<file path="config.mk">
export PLATFORM = sky130hd
export DESIGN_NAME = balance_bcd
export DESIGN_NICKNAME = d
export VERILOG_FILES = /design/src/rtl/balance_bcd.sv
export SDC_FILE = /design/constraint.sdc
export NUM_CORES = 1
export LEC_CHECK = 0
export ABC_AREA = 1
export BUFFER_PORTS_ARGS = -buffer_cell sky130_fd_sc_hd__buf_4
export CORE_ASPECT_RATIO = 1.2
export CORE_MARGIN = 8
export CORE_UTILIZATION = 40
export DETAILED_ROUTE_END_ITERATION = 10
export GPL_TIMING_DRIVEN = 0
export SLEW_MARGIN = 25
export SYNTH_ARGS = -nofsm -noshare
export SYNTH_HDL_FRONTEND = slang
export SYNTH_SLANG_ARGS = --single-unit
</file>
<file path="constraint.sdc">
create_clock -name clk -period 1.4 [get_ports clk]
set_input_delay 0.14 -clock clk [delete_from_list [all_inputs] [get_ports clk]]
set_output_delay 0.14 -clock clk [all_outputs]
set_load 0.01 [all_outputs]
</file>
<file path="src/rtl/balance_bcd.sv">
// balance_bcd: serial double-dabble converter from the bank's binary balance
// to packed BCD digits plus a leading-zero blank mask for the digit renderer.
// One balance bit is consumed per clock; bcd/blank only move on the DONE edge,
// so the display never observes a half-converted value.
module balance_bcd #(
  parameter int WIDTH  = 27,
  parameter int DIGITS = 9
) (
  input  logic                  clk,
  input  logic                  rst_n,
  input  logic [WIDTH-1:0]      balance,
  output logic [4*DIGITS-1:0]   bcd,
  output logic [DIGITS-1:0]     blank,
  output logic                  busy,
  output logic                  done
);

  localparam int CNT_W = $clog2(WIDTH + 1);
  localparam logic [DIGITS-1:0] BLANK_RST = {{(DIGITS-1){1'b1}}, 1'b0};

  typedef enum logic [1:0] {
    ST_IDLE  = 2'd0,
    ST_SHIFT = 2'd1,
    ST_DONE  = 2'd2
  } state_t;

  state_t                state_q, state_d;
  logic [WIDTH-1:0]      last_bal_q, last_bal_d;
  logic                  have_last_q, have_last_d;
  logic [WIDTH-1:0]      sh_q, sh_d;
  logic [4*DIGITS-1:0]   work_q, work_d;
  logic [CNT_W-1:0]      cnt_q, cnt_d;
  logic [4*DIGITS-1:0]   bcd_q, bcd_d;
  logic [DIGITS-1:0]     blank_q, blank_d;
  logic                  busy_q, busy_d;
  logic                  done_q, done_d;
  logic [4*DIGITS-1:0]   adj_s;

  // Add 3 to every digit that is 5 or more, all digits evaluated in parallel.
  function automatic logic [4*DIGITS-1:0] dabble_adj(input logic [4*DIGITS-1:0] w);
    logic [4*DIGITS-1:0] r;
    logic [3:0]          d;
    r = w;
    for (int k = 0; k < DIGITS; k++) begin
      d = w[4*k +: 4];
      if (d >= 4'd5) begin
        r[4*k +: 4] = d + 4'd3;
      end else begin
        r[4*k +: 4] = d;
      end
    end
    return r;
  endfunction

  // Digit k is blanked when it and every more significant digit are zero;
  // the units digit always stays visible.
  function automatic logic [DIGITS-1:0] blank_mask(input logic [4*DIGITS-1:0] w);
    logic [DIGITS-1:0] m;
    logic              all_zero;
    m        = '0;
    all_zero = 1'b1;
    for (int k = DIGITS - 1; k >= 1; k--) begin
      if (w[4*k +: 4] != 4'd0) begin
        all_zero = 1'b0;
      end else begin
        all_zero = all_zero;
      end
      m[k] = all_zero;
    end
    m[0] = 1'b0;
    return m;
  endfunction

  // Pre-shift correction of the work digits for the current shift step.
  always_comb begin
    adj_s = dabble_adj(work_q);
  end

  // Next-state and datapath updates for the IDLE/SHIFT/DONE sequencer.
  always_comb begin
    state_d     = state_q;
    last_bal_d  = last_bal_q;
    have_last_d = have_last_q;
    sh_d        = sh_q;
    work_d      = work_q;
    cnt_d       = cnt_q;
    bcd_d       = bcd_q;
    blank_d     = blank_q;
    busy_d      = busy_q;
    done_d      = 1'b0;
    case (state_q)
      ST_IDLE: begin
        if (!have_last_q || (balance != last_bal_q)) begin
          last_bal_d  = balance;
          sh_d        = balance;
          work_d      = '0;
          cnt_d       = '0;
          busy_d      = 1'b1;
          have_last_d = 1'b1;
          state_d     = ST_SHIFT;
        end else begin
          state_d     = ST_IDLE;
        end
      end
      ST_SHIFT: begin
        work_d = {adj_s[4*DIGITS-2:0], sh_q[WIDTH-1]};
        sh_d   = {sh_q[WIDTH-2:0], 1'b0};
        cnt_d  = cnt_q + {{(CNT_W-1){1'b0}}, 1'b1};
        if (cnt_q == CNT_W'(WIDTH - 1)) begin
          state_d = ST_DONE;
        end else begin
          state_d = ST_SHIFT;
        end
      end
      ST_DONE: begin
        bcd_d   = work_q;
        blank_d = blank_mask(work_q);
        done_d  = 1'b1;
        busy_d  = 1'b0;
        state_d = ST_IDLE;
      end
      default: begin
        busy_d  = 1'b0;
        state_d = ST_IDLE;
      end
    endcase
  end

  // State and output registers; reset aborts any conversion in flight.
  always_ff @(posedge clk or negedge rst_n) begin
    if (!rst_n) begin
      state_q     <= ST_IDLE;
      last_bal_q  <= '0;
      have_last_q <= 1'b0;
      sh_q        <= '0;
      work_q      <= '0;
      cnt_q       <= '0;
      bcd_q       <= '0;
      blank_q     <= BLANK_RST;
      busy_q      <= 1'b0;
      done_q      <= 1'b0;
    end else begin
      state_q     <= state_d;
      last_bal_q  <= last_bal_d;
      have_last_q <= have_last_d;
      sh_q        <= sh_d;
      work_q      <= work_d;
      cnt_q       <= cnt_d;
      bcd_q       <= bcd_d;
      blank_q     <= blank_d;
      busy_q      <= busy_d;
      done_q      <= done_d;
    end
  end

  assign bcd   = bcd_q;
  assign blank = blank_q;
  assign busy  = busy_q;
  assign done  = done_q;

endmodule

</file>
==> results.md <==
Global route:
- The number of antenna violations at the first check in global routing is 0.
- Entering global routing, the biggest net connects 77 pins.
- For this run, the total global-route usage over all layers was measured as 0.171.
- The number of global-route vias before repair is roughly 6,000.
- The wire length of the first global-routing pass is roughly 32,000 um.
- The leftover overflow at the end of global routing is 0.

Finish:
- The post-route non-filler standard cell count is about 1,300.
- The total inserted antenna cells is 0.
- The net count of the finished layout is 1,118.
- The total non-filler cell area in the finished layout is 10,100 um2.
- The share of layout cells above drive strength 1 is 0.289.
- The area growth from synthesis to layout is 38.1%.
- Fill cells in the final layout number 1,639.
- The final core area utilization is 0.558.

CTS:
- The clock transition at the register clock pins on the worst setup and hold paths after CTS is around 0.060 ns.
- The CTS H-tree depth is 4.
- The clock reaches the later pin of the worst-skew pair after 0.42 ns.
- TritonCTS built the clock tree.
- The CTS root buffer is sky130_fd_sc_hd__clkbuf_16.
- The tree built by TritonCTS fans out to approximately 140 sinks.
- The number of CTS-inserted buffers is 17.
- The longest clock path from root to sink contains 2 buffers.

STA:
- Clock skew on the completed layout was measured at just under 0.01 ns.
- Measured against its own limit, the worst slew margin works out to 0.592.
- The number of max-slew violations in the final report is 0.
- After routing, the total negative slack on setup checks comes to -33.69 ns.
- Setup repair after global routing could not meet its margin everywhere.
- In the finished design, the share of the clock period the worst path needs comes to 1.24.
- The hold slack is 0.00863 ns.
- The final critical path time including I/O delays and setup is 1.74 ns.
- The final setup violation count is 141.
- Based on the critical path, the design can be clocked at up to between 0.5 and 0.6 GHz.
- The number of failing hold endpoints at the final stage is 0.
- For the pin with the worst max-slew slack, the measured transition is a little over 0.6 ns.
- The final critical-path setup slack is -0.341 ns.

Yosys:
- Of the total synthesized cell area, the portion taken by full adders, half adders and majority gates is 0.0463.
- Ranked by total cell area, the synthesized netlist is headed by sky130_fd_sc_hd__dfrtp_1 (47%), sky130_fd_sc_hd__nand2_1 (17%), sky130_fd_sc_hd__nand3_1 (6.9%).
- The number of distinct library cell variants in the gate-level netlist after synthesis is 29.
- The sequential fraction of the synthesis area is 0.496.
- The average instance in the mapped netlist occupies slightly below 8 um2.
- The fraction of post-synthesis cell area in the top cell type by area is 0.467.
- The cell area after synthesis is around 7300 um2.
- The dominant register cell in the synthesized netlist is sky130_fd_sc_hd__dfrtp_1.
- The count of yosys warnings during synthesis is 0.
- The fraction of registers with async set or reset after synthesis is 1.00.
- Synthesis produced a netlist with a net count of between 900 and 1,000.
- The most area-hungry cell type in the Yosys netlist is sky130_fd_sc_hd__dfrtp_1.
- Of the total synthesized cell area, the portion taken by AND, OR, NAND and NOR gates is 0.266.
- The count of mapped cells out of synthesis is 926.
- The most common cell in the synthesized netlist is sky130_fd_sc_hd__nand2_1.
- The number of synthesized flops with an enable pin is 0.
- The compound-gate portion of the synthesized area was 0.0951.
- Synthesis inferred roughly 140 register bits.
- After synthesis, the share of cell area in mux cells is 0.
- The dominant combinational cell family by area after synthesis is simple AND/OR/NAND/NOR gates.
- Sorting the synthesized cells by how often they occur yields sky130_fd_sc_hd__nand2_1 (323), sky130_fd_sc_hd__dfrtp_1 (136), sky130_fd_sc_hd__nand3_1 (100), sky130_fd_sc_hd__o21ai_0 (100), sky130_fd_sc_hd__inv_1 (86).
- Of the total synthesized cell area, the portion taken by XOR and XNOR cells is 0.0156.

Pwr:
- The largest vdd supply drop is just over 0.0007 V.
- Summed over all cells, the static leakage comes to slightly above 5 nW.
- The internal portion of the total power is just under 9 mW.
- The combinational cell fraction of total power is 0.206.
- The switching power as a share of total power is 0.301.
- The net switching power is roughly 3.7 mW.
- The design draws 12.4 mW.
- The share of power burned in the clock network is 0.388.
- The power density of the placed cells is between 1000 and 1500 nW/um2.
- The power share of the sequential group is 0.406.

Setup path:
- The worst setup path is captured at a register.
- The type of element launching the critical path is a register.
- In this run the register-to-register setup slack is -0.34 ns.
- The arrival time of data at the critical path endpoint is around 2.1 ns.
- In this run the worst path has a maximum fanout of 7.
- The worst path required time is 1.76 ns.
- The category of the critical setup timing path is register to register.

Die:
- The vertical die dimension is 164 um.
- The initial utilization of the core area, before any placement, comes to 0.404.
- During I/O placement, the number of pins put on the boundary was 76.
- The number of rows in the core area is 54.
- The area of the core region is between 15,000 and 20,000 um2.
- The floorplan step defined a die boundary enclosing 22,800 um2.
- The overall die width is between 100 and 150 um.

Drt:
- The average wire per cell in the routed design is between 15 and 20 um.
- The iteration count of the initial detailed-routing pass is 5.
- In the routed layout, each cell is associated on average with a via count of 4.94.
- For this block, the initial DRC count from the detailed router was ~310.
- For this block, the routed nets add up to roughly 20,000 um of wire.
- The detailed router placed around 6,400 vias in this run.
- The count of unresolved DRC violations after routing is 0.
- Once detail routing completed, the nets flagged for antenna violations numbered 0.

Placement:
- The pre-CTS worst setup slack is -0.509 ns.
- The detailed-placement wirelength estimate is 13,300 um.
- The final estimated routing congestion in global placement is around 0.80.
- The number of I/O port buffers is 74.
- In this run, placement finished with an instance count of 1,225.
- After detailed placement, the total cell area comes to about 8400 um2.

Min path:
- The class of the tightest hold or removal check is input port to register.

Run:
- The max-capacitance violation count is 0.

Status:
- The checks that failed: negative setup slack.
- The flow ran to the end, but the final reports show violations.
## routing by layer
layer,vias to the layer above,share of wire,global-route usage
li1,3223,-,-
met1,3053,0.44,0.209
met2,112,0.50,0.292
met3,23,0.041,0.0404
met4,0,0.020,0.0615
met5,-,0,0
## logic make-up (layout without fill, tap and decap cells)
logic type	after synthesis	count (layout)
fa+ha+maj	27	27
xor+xnor	13	13
buf+inv	138	287
simple gates	470	470
compound gates	133	133
other cells	1	1
flops	144	144
## final cells by class
cell class | instances | area, um2 | area share
Buffer | 42 | 387 | 0.0384
Sequential cell | 144 | 3610 | 0.359
Clock buffer | 22 | 464 | 0.0461
Inverter | 96 | 360 | 0.0358
Tap cell | 224 | 280 | 0.0278
Clock inverter | 10 | 160 | 0.0159
Timing Repair Buffer | 117 | 1170 | 0.117
Multi-Input combinational cell | 644 | 3630 | 0.361
## cell usage in the layout (no fill, tap or decap), drive strengths merged, types with 23 or more instances in the layout
cell,count
dfrtp,136
buf,115
nor2,30
clkbuf,53
o21ai,100
inv,94
a21oi,23
ha,27
nand3,100
nand2,326
## sequential cells by signal, summed over array words and instances (netlist names)
register and count:
have_last_q 1, work_q 36, sh_q 27, last_bal_q 27
bcd 36, blank 8, done 1, cnt_q 5
busy 1, state_q 2
## power groups by stage
| stage | logic, mW | clock network (mW) | registers [mW] |
|---|---|---|---|
| after floorplan | 1.84 | 0 | 4.98 |
| after global placement | 2.37 | 0 | 5.07 |
| after detailed placement | 2.43 | 0 | 5.06 |
| after CTS | 2.50 | 4.91 | 5.00 |
| after global routing | 3.03 | 5.08 | 5.11 |
| final | 2.56 | 4.83 | 5.04 |
## critical path: stages (launching register included)
cell and delay [ns]:
sky130_fd_sc_hd__dfrtp_1 0.40, sky130_fd_sc_hd__nand2_1 0.11, sky130_fd_sc_hd__nand2_1 0.06, sky130_fd_sc_hd__inv_1 0.05, sky130_fd_sc_hd__nand2_1 0.05, sky130_fd_sc_hd__nor2_1 0.09, sky130_fd_sc_hd__nand2_1 0.08, sky130_fd_sc_hd__nor2_2 0.12
sky130_fd_sc_hd__nand2_2 0.10, sky130_fd_sc_hd__nand2_8 0.15, sky130_fd_sc_hd__buf_16 0.17, sky130_fd_sc_hd__clkbuf_16 0.16, sky130_fd_sc_hd__nand3_2 0.05, sky130_fd_sc_hd__nand2_1 0.07
## repair_timing
item,CTS,global route
hold endpoints to repair,80,0
cloned,2,10
hold buffers,13,0
gates resized for setup,64,98
buffers inserted,11,6
endpoints found under the setup margin,143,143
pin swaps,11,40
## path summary, 6_finish.rpt
kind	startpoint	to	cells past startpoint
max	last_bal_q[13]	sh_q[23]	13
min reg2reg	blank[2]	blank[2]	2
min	balance[12]	last_bal_q[12]	3
max reg2reg	last_bal_q[13]	sh_q[23]	13
min in group asynchronous	rst_n	bcd[9]	2
max in group asynchronous	rst_n	blank[8]	3
(Power assumes the default switching activity.)
